$ cat src/rtl/vive_pkg.sv
// Shared types and constants for the Lighthouse pulse identifier:
// polynomial table, LFSR seed, FSM state encoding and default widths.
package vive_pkg;

  localparam int DEF_TS_WIDTH   = 24;
  localparam int DEF_DATA_WIDTH = 17;

  localparam logic [16:0] LFSR_SEED = 17'h00001;

  localparam logic [16:0] POLY_TABLE [32] = '{
    17'h1D258, 17'h17E04, 17'h1FF6B, 17'h13F67,
    17'h1B9EE, 17'h198D1, 17'h178C7, 17'h18A55,
    17'h15777, 17'h1D911, 17'h15769, 17'h1991F,
    17'h12BD0, 17'h1CF73, 17'h1365D, 17'h197F5,
    17'h194A0, 17'h1B279, 17'h13A34, 17'h1AE41,
    17'h180D4, 17'h17891, 17'h12E64, 17'h17C72,
    17'h19C6D, 17'h13F32, 17'h1AE14, 17'h14E76,
    17'h13C97, 17'h130CB, 17'h13750, 17'h1328B
  };

  typedef enum logic [2:0] {
    ST_IDLE,
    ST_CAPTURE,
    ST_SEARCH,
    ST_NEXT,
    ST_DONE
  } mpi_state_e;

endpackage

$ cat src/rtl/lfsr_offset_search.sv
// Steps a Fibonacci LFSR from the seed under one polynomial until it equals
// the target word or the step budget runs out; reports the step count at match.
module lfsr_offset_search
  import vive_pkg::*;
#(
  parameter int DATA_WIDTH = DEF_DATA_WIDTH,
  parameter int MAX_STEPS  = 131071
) (
  input  logic                  clk_96MHz,
  input  logic                  reset,
  input  logic                  start,
  input  logic [DATA_WIDTH-1:0] word,
  input  logic [DATA_WIDTH-1:0] poly,
  output logic                  done,
  output logic                  found,
  output logic [DATA_WIDTH-1:0] offset
);

  localparam int CW = $clog2(MAX_STEPS + 1);

  logic                  busy_q, busy_d;
  logic [DATA_WIDTH-1:0] lfsr_q, lfsr_d;
  logic [CW-1:0]         step_q, step_d;
  logic                  match, exhausted;

  always_comb begin
    // an all-zero word is unreachable from a non-zero seed, so never report it
    match     = busy_q && (word != '0) && (lfsr_q == word);
    exhausted = busy_q && !match && (step_q == CW'(MAX_STEPS - 1));
    done      = match || exhausted;
    found     = match;
    offset    = DATA_WIDTH'(step_q);

    busy_d = busy_q;
    lfsr_d = lfsr_q;
    step_d = step_q;
    if (start) begin
      busy_d = 1'b1;
      lfsr_d = DATA_WIDTH'(LFSR_SEED);
      step_d = '0;
    end else if (busy_q) begin
      if (done) begin
        busy_d = 1'b0;
      end else begin
        lfsr_d = {lfsr_q[DATA_WIDTH-2:0], ^(lfsr_q & poly)};
        step_d = step_q + CW'(1);
      end
    end
  end

  always_ff @(posedge clk_96MHz or posedge reset) begin
    if (reset) begin
      busy_q <= 1'b0;
      lfsr_q <= '0;
      step_q <= '0;
    end else begin
      busy_q <= busy_d;
      lfsr_q <= lfsr_d;
      step_q <= step_d;
    end
  end

endmodule

$ cat src/rtl/multi_pulse_identifier.sv
// Round-robin arbiter over BMC decoder channels that resolves each word's LFSR
// offset and groups pulses within a timestamp window into one acknowledged frame.
//
// state      | meaning
// IDLE       | no frame open; waiting for any decoder word
// CAPTURE    | latch selected word, pulse that decoder's reset, start search
// SEARCH     | LFSR search, walking the polynomial table until fixed/exhausted
// NEXT       | pick next pending in-window channel, or close the frame
// DONE       | frame presented with ready; waits for ack
module multi_pulse_identifier
  import vive_pkg::*;
#(
  parameter int                  NUM_CHANNELS  = 2,
  parameter int                  TS_WIDTH      = DEF_TS_WIDTH,
  parameter int                  DATA_WIDTH    = DEF_DATA_WIDTH,
  parameter int                  NUM_POLY      = 2,
  parameter int                  MAX_STEPS     = 131071,
  parameter logic [TS_WIDTH-1:0] WINDOW_TICKS  = TS_WIDTH'(20000),
  parameter int                  FRAME_TIMEOUT = 20000
) (
  input  logic                               clk_96MHz,
  input  logic                               reset,
  input  logic [NUM_CHANNELS-1:0]            data_availible,
  input  logic [NUM_CHANNELS*TS_WIDTH-1:0]   ts_data,
  input  logic [NUM_CHANNELS*DATA_WIDTH-1:0] decoded_data,
  input  logic                               ack,
  output logic [NUM_CHANNELS-1:0]            reset_bmc_decoder,
  output logic [NUM_CHANNELS*DATA_WIDTH-1:0] pulse_id,
  output logic [NUM_CHANNELS-1:0]            id_valid,
  output logic [DATA_WIDTH-1:0]              polynomial,
  output logic [TS_WIDTH-1:0]                frame_ts,
  output logic                               ready,
  output logic                               busy
);

  localparam int CHW = (NUM_CHANNELS > 1) ? $clog2(NUM_CHANNELS) : 1;
  localparam int TOW = $clog2(FRAME_TIMEOUT + 1);

  mpi_state_e                         state_q, state_d;
  logic [CHW-1:0]                     rr_ptr_q, rr_ptr_d;
  logic [CHW-1:0]                     sel_q, sel_d;
  logic [CHW-1:0]                     first_ch_q, first_ch_d;
  logic [TS_WIDTH-1:0]                frame_ts_q, frame_ts_d;
  logic [DATA_WIDTH-1:0]              word_q, word_d;
  logic [NUM_CHANNELS-1:0]            attempted_q, attempted_d;
  logic [NUM_CHANNELS-1:0]            id_valid_q, id_valid_d;
  logic [NUM_CHANNELS*DATA_WIDTH-1:0] pulse_id_q, pulse_id_d;
  logic [DATA_WIDTH-1:0]              poly_q, poly_d;
  logic                               poly_fixed_q, poly_fixed_d;
  logic [4:0]                         poly_idx_q, poly_idx_d;
  logic [TOW-1:0]                     tmo_q, tmo_d;
  logic                               ack_hold_q, ack_hold_d;

  logic                  srch_start, srch_done, srch_found;
  logic [DATA_WIDTH-1:0] srch_offset, cur_poly;
  logic [NUM_CHANNELS-1:0] pending;
  logic [CHW-1:0]        idle_pick, next_pick;
  logic [TS_WIDTH-1:0]   next_dist;
  logic                  tmo_expired, ack_accept;

  function automatic logic [CHW-1:0] rr_pick(input logic [NUM_CHANNELS-1:0] req,
                                             input logic [CHW-1:0] ptr);
    logic [2*NUM_CHANNELS-1:0] rot;
    int off, sum;
    rot = {req, req} >> ptr;
    off = 0;
    for (int o = NUM_CHANNELS - 1; o >= 0; o--) begin
      if (rot[o]) off = o;
    end
    sum = int'(ptr) + off;
    if (sum >= NUM_CHANNELS) sum = sum - NUM_CHANNELS;
    return CHW'(sum);
  endfunction

  assign cur_poly = poly_fixed_q ? poly_q : DATA_WIDTH'(POLY_TABLE[poly_idx_q]);

  lfsr_offset_search #(
    .DATA_WIDTH (DATA_WIDTH),
    .MAX_STEPS  (MAX_STEPS)
  ) u_search (
    .clk_96MHz (clk_96MHz),
    .reset     (reset),
    .start     (srch_start),
    .word      (word_q),
    .poly      (cur_poly),
    .done      (srch_done),
    .found     (srch_found),
    .offset    (srch_offset)
  );

  always_comb begin
    state_d      = state_q;
    rr_ptr_d     = rr_ptr_q;
    sel_d        = sel_q;
    first_ch_d   = first_ch_q;
    frame_ts_d   = frame_ts_q;
    word_d       = word_q;
    attempted_d  = attempted_q;
    id_valid_d   = id_valid_q;
    pulse_id_d   = pulse_id_q;
    poly_d       = poly_q;
    poly_fixed_d = poly_fixed_q;
    poly_idx_d   = poly_idx_q;
    tmo_d        = tmo_q;
    srch_start   = 1'b0;

    pending     = data_availible & ~attempted_q;
    idle_pick   = rr_pick(data_availible, rr_ptr_q);
    next_pick   = rr_pick(pending, rr_ptr_q);
    next_dist   = ts_data[int'(next_pick)*TS_WIDTH +: TS_WIDTH] - frame_ts_q;
    tmo_expired = (tmo_q == '0);
    // a held ack counts once; it must drop before another frame can be taken
    ack_accept  = (state_q == ST_DONE) && ack && !ack_hold_q;
    ack_hold_d  = ack_accept || (ack_hold_q && ack);

    if (state_q != ST_IDLE && !tmo_expired) tmo_d = tmo_q - TOW'(1);

    case (state_q)
      ST_IDLE: begin
        if (|data_availible) begin
          sel_d        = idle_pick;
          first_ch_d   = idle_pick;
          frame_ts_d   = ts_data[int'(idle_pick)*TS_WIDTH +: TS_WIDTH];
          attempted_d  = '0;
          id_valid_d   = '0;
          pulse_id_d   = '0;
          poly_d       = '0;
          poly_fixed_d = 1'b0;
          tmo_d        = TOW'(FRAME_TIMEOUT);
          state_d      = ST_CAPTURE;
        end
      end
      ST_CAPTURE: begin
        word_d             = decoded_data[int'(sel_q)*DATA_WIDTH +: DATA_WIDTH];
        attempted_d[sel_q] = 1'b1;
        poly_idx_d         = '0;
        srch_start         = 1'b1;
        state_d            = ST_SEARCH;
      end
      ST_SEARCH: begin
        if (srch_done) begin
          if (srch_found) begin
            pulse_id_d[int'(sel_q)*DATA_WIDTH +: DATA_WIDTH] = srch_offset;
            id_valid_d[sel_q] = 1'b1;
            if (!poly_fixed_q) begin
              poly_d       = cur_poly;
              poly_fixed_d = 1'b1;
            end
            state_d = ST_NEXT;
          end else if (!poly_fixed_q && (int'(poly_idx_q) < NUM_POLY - 1)) begin
            // restart in the same cycle so each failed polynomial costs exactly MAX_STEPS
            poly_idx_d = poly_idx_q + 5'd1;
            srch_start = 1'b1;
          end else begin
            state_d = ST_NEXT;
          end
        end
      end
      ST_NEXT: begin
        if (&attempted_q) begin
          state_d = ST_DONE;
        end else if (|pending) begin
          if (next_dist <= WINDOW_TICKS) begin
            sel_d   = next_pick;
            state_d = ST_CAPTURE;
          end else begin
            state_d = ST_DONE;
          end
        end else if (tmo_expired) begin
          state_d = ST_DONE;
        end
      end
      ST_DONE: begin
        if (ack_accept) begin
          id_valid_d = '0;
          rr_ptr_d   = (int'(first_ch_q) == NUM_CHANNELS - 1) ? '0 : first_ch_q + CHW'(1);
          state_d    = ST_IDLE;
        end
      end
      default: state_d = ST_IDLE;
    endcase
  end

  always_ff @(posedge clk_96MHz or posedge reset) begin
    if (reset) begin
      state_q      <= ST_IDLE;
      rr_ptr_q     <= '0;
      sel_q        <= '0;
      first_ch_q   <= '0;
      frame_ts_q   <= '0;
      word_q       <= '0;
      attempted_q  <= '0;
      id_valid_q   <= '0;
      pulse_id_q   <= '0;
      poly_q       <= '0;
      poly_fixed_q <= 1'b0;
      poly_idx_q   <= '0;
      tmo_q        <= '0;
      ack_hold_q   <= 1'b0;
    end else begin
      state_q      <= state_d;
      rr_ptr_q     <= rr_ptr_d;
      sel_q        <= sel_d;
      first_ch_q   <= first_ch_d;
      frame_ts_q   <= frame_ts_d;
      word_q       <= word_d;
      attempted_q  <= attempted_d;
      id_valid_q   <= id_valid_d;
      pulse_id_q   <= pulse_id_d;
      poly_q       <= poly_d;
      poly_fixed_q <= poly_fixed_d;
      poly_idx_q   <= poly_idx_d;
      tmo_q        <= tmo_d;
      ack_hold_q   <= ack_hold_d;
    end
  end

  assign reset_bmc_decoder = (state_q == ST_CAPTURE) ? (NUM_CHANNELS'(1) << sel_q) : '0;
  assign pulse_id          = pulse_id_q;
  assign id_valid          = id_valid_q;
  assign polynomial        = poly_q;
  assign frame_ts          = frame_ts_q;
  assign ready             = (state_q == ST_DONE);
  assign busy              = (state_q != ST_IDLE);

endmodule

$ cat config.mk
export PLATFORM = sky130hd
export DESIGN_NAME = multi_pulse_identifier
export DESIGN_NICKNAME = d
export VERILOG_FILES = /design/src/rtl/vive_pkg.sv /design/src/rtl/lfsr_offset_search.sv /design/src/rtl/multi_pulse_identifier.sv
export SDC_FILE = /design/constraint.sdc
export NUM_CORES = 1
export LEC_CHECK = 0
export ABC_CLOCK_PERIOD_IN_PS = 9020
export BUFFER_PORTS_ARGS = -buffer_cell sky130_fd_sc_hd__buf_2
export CAP_MARGIN = 10
export CORE_ASPECT_RATIO = 1.4
export CORE_MARGIN = 3
export CORE_UTILIZATION = 30
export DETAILED_ROUTE_END_ITERATION = 8
export GPL_TIMING_DRIVEN = 0
export PLACE_DENSITY = 0.54
export SETUP_SLACK_MARGIN = 0.3
export SYNTH_ARGS = -nofsm -noshare
export SYNTH_HDL_FRONTEND = slang
export SYNTH_SLANG_ARGS = --single-unit
$ cat constraint.sdc
create_clock -name clk_96MHz -period 9.02 [get_ports clk_96MHz]
set_clock_uncertainty 0.05 [all_clocks]
set_input_delay 1.804 -clock clk_96MHz [delete_from_list [all_inputs] [get_ports clk_96MHz]]
set_output_delay 1.804 -clock clk_96MHz [all_outputs]
set_load 0.02 [all_outputs]
==> impl_metrics.csv <==
group,metric,value,unit
synthesis,synth-adder-area-share,0.0532,
worst_hold_path,hold_depth,1,
sta,tns,0,ns
grt,antenna_found_initial,2,
flow_run,drv_cap,0,
drt,detail-route-antenna-nets,0,
cells_and_area,mostFrequentLayoutCells,"buf_2, dfrtp_1, nand2_1",
synthesis,yosys-top-cells-area,"dfrtp_1, mux2i_1, ha_1",
synthesis,syn_nets,1233,
setup_path,r2r_slack,3.68,ns
floorplanning,die_h,223,um
cells_and_area,areaGrowthSynthToFinish,20.3,%
clock_tree,clkSinkCount,159,
placement,dp_hpwl,24.3,mm
clock_tree,htree_levels,4,
sta,slew_headroom,0.395,
drt,dr.pass1.iters,6,
synthesis,ys_types,79,
status,run_status,"completed",
cells_and_area,multiInputGateArea,5620,um2
cells_and_area,n_antenna_cell,0,
power_and_ir_drop,leakagePower,5.76,nW
setup_path,rr_worst_depth,15,
worst_hold_path,min_to,"rr_ptr_q$_DFFE_PP0P_",
grt,overflow,0,
drt,wl_per_cell,18.3,um
drt,dr_total_vias,8958,
grt,track_usage,0.176,
sta,finalHoldViolCount,0,
synthesis,synthesis.area,10100,um2
grt,grt_max_degree,86,
floorplanning,dieArea,35800,um2
clock_tree,cts_setup_buffers,0,
synthesis,ys_seq_elements,159,
synthesis,synth-compound-area-share,0.192,
cells_and_area,final_nets,1420,
worst_hold_path,hold_start,"first_ch_q$_DFFE_PP0P_",
setup_path,endpoint_kind,"register",
synthesis,async_flop_share,1.00,
clock_tree,cts.path.max_buffers,2,
setup_path,r2r_start,"attempted_q[1]$_DFFE_PP0P_",
drt,vias_per_cell,5.14,
synthesis,yosysWarningCount,0,
cells_and_area,register_area,3980,um2
synthesis,muxShareOfSynthArea,0.0930,
floorplanning,start_util,0.307,
floorplanning,ioPinCount,168,
cells_and_area,n_fill_cell,3398,
setup_path,crit_required,9.31,ns
sta,setup_violations,0,
floorplanning,die_w,161,um
synthesis,synth_top_area_cell,"dfrtp_1",
clock_tree,cts-hold-fix-buffers,0,
setup_path,critPathArrivalTime,6.71,ns
setup_path,critPathKind,"input pin to register",
cells_and_area,final_core_util,0.369,
sta,tightest_slew,0.907,ns
synthesis,yosysSeqAreaShare,0.395,
worst_hold_path,min_path_type,"register to register",
sta,fin_crit,6.42,ns
clock_tree,clk_latency,0.43,ns
synthesis,syn_inst,1104,
setup_path,cp-startpoint,"data_availible[0]",
setup_path,start_kind,"input pin",
synthesis,synth_edf_count,0,
clock_tree,clkTransAtPathRegs,0.07,ns
floorplanning,core,32800,um2
grt,grt_pass1_wl,50.3,mm
synthesis,synth_top_family_by_area,"compound AO/OA/AOI/OAI gates",
power_and_ir_drop,vdd_drop_max,144,uV
sta,slew_violations,0,
placement,port_buffers,167,
placement,gp_congestion,0.953,
synthesis,synth.avg_cell_area,9.12,um2
clock_tree,cts_tree,"yes",
cells_and_area,mostFrequentLayoutCell,"buf_2",
sta,fmax,0.156,GHz
cells_and_area,drive_gt1_frac,0.200,
drt,drt_iter0_drc,436,
synthesis,synth_top_area_share,0.395,
drt,wl,31.9,mm
synthesis,yosys.area_share.simple,0.162,
setup_path,crit_fanout,10,
drt,drcViolationCount,0,
grt,grt_pass1_vias,9054,
synthesis,synthXorXnorAreaFrac,0.0575,
floorplanning,row_count,78,
clock_tree,post_cts_resized,0,
setup_path,worstReg2RegEnd,"sel_q$_DFFE_PP0P_",
synthesis,synth_ff_type,"dfrtp_1",
power_and_ir_drop,power.density,311,nW/um2
sta,min_period_over_period,0.711,
clock_tree,cts_buffers,17,
sta,rsz0062_at_grt,"no",
clock_tree,cts-root-buf,"clkbuf_16",
cell type report:
type                    instances  area share
inverters                      55      0.0177
plain buffers                  61      0.0221
repair buffers                168      0.0713
flip-flops and latches        159       0.329
multi-input cells             829       0.464
clock inverters                15      0.0162
well taps                     440      0.0455
clock buffers                  17      0.0351
cell usage after synthesis (11+ instances only):
library cell  instances
dfrtp_1             159
nand2_1             117
o21ai_0              99
nor2_1               89
mux2i_1              65
inv_1                52
ha_1                 42
clkbuf_1             41
xnor2_1              40
a22o_1               35
a21oi_1              33
nand3_1              24
mux2_2               23
xor2_1               21
nor3_1               18
o211ai_1             16
nand4_1              15
a21o_1               14
nand2b_1             14
buf_2                13
a31oi_1              12
a211oi_1             11
or3_1                11
flip-flops by register name (all words and copies together), names as in the netlist:
name / cells
frame_ts: 24
pulse_id: 34
id_valid: 2
sel_q: 1
first_ch_q: 1
word_q: 17
u_search.lfsr_q: 17
u_search.offset: 17
attempted_q: 2
tmo_q: 15
u_search.busy_q: 1
ack_hold_q: 1
rr_ptr_q: 1
state_q: 3
poly_fixed_q: 1
poly_idx_q: 5
polynomial: 17
report_power, final:
part | switching (mW) | internal, mW | leakage (nW)
Combinational | 1.17 | 0.737 | 3.38
Sequential | 0.197 | 0.893 | 2.08
Clock | 0.347 | 0.424 | 0.298
Total | 1.71 | 2.05 | 5.76
worst max path at each step:
stage,end,slack (ns),depth (start not counted)
finish,sel_q$_DFFE_PP0P_,2.60,17
global route,sel_q$_DFFE_PP0P_,2.31,17
CTS,sel_q$_DFFE_PP0P_,2.63,17
detailed placement,sel_q$_DFFE_PP0P_,2.19,17
global placement,polynomial[1]$_DFFE_PP0P_,0.75,2
floorplan,ack_hold_q$_DFF_PP0_,2.87,1
critical path: stages:
cell and delay [ns]:
buf_2 0.12, nand2b_1 0.10, nor2_1 0.05, o21ai_1 0.65
clkbuf_1 0.68, mux2_2 0.42, ha_1 0.27, clkbuf_1 0.30
nand4_1 0.24, nor4_1 0.46, o221ai_1 0.32, nand2_1 0.14
mux2i_1 0.07, nor4_1 0.32, and4_1 0.23, and4_1 0.28
mux2i_1 0.21
routing by layer:
layer  track usage  vias to the layer above  share of wire
li1              -                     4345              -
met1         0.208                     4290           0.41
met2         0.330                      280           0.53
met3        0.0244                       43          0.043
met4        0.0497                        0          0.020
met5             0                        -              0
stage by stage:
stage / total power, mW / setup WS, ns / cells / cell area, um2 / hold slack (ns)
4_1_cts: 3.80 / 2.63 / 1744 / 12100 / 0.427
3_3_place_gp: 2.98 / 0.746 / 1711 / 11500 / 0.399
3_5_place_dp: 3.02 / 2.19 / 1712 / 11500 / 0.405
6_report: 3.77 / 2.60 / 1744 / 12100 / 0.420
2_1_floorplan: 2.43 / 2.87 / 1104 / 10100 / 0.381
5_1_grt: 4.06 / 2.31 / 1744 / 12100 / 0.441
kinds of logic after synthesis:
group	Yosys count
adder cells (fa/ha/maj)	43
flip-flops	159
multiplexers	90
AO/OA/AOI/OAI	289
XOR/XNOR	63
buffers and inverters	116
AND/OR/NAND/NOR	344
Note: power is estimated with default switching activity, not from simulation.
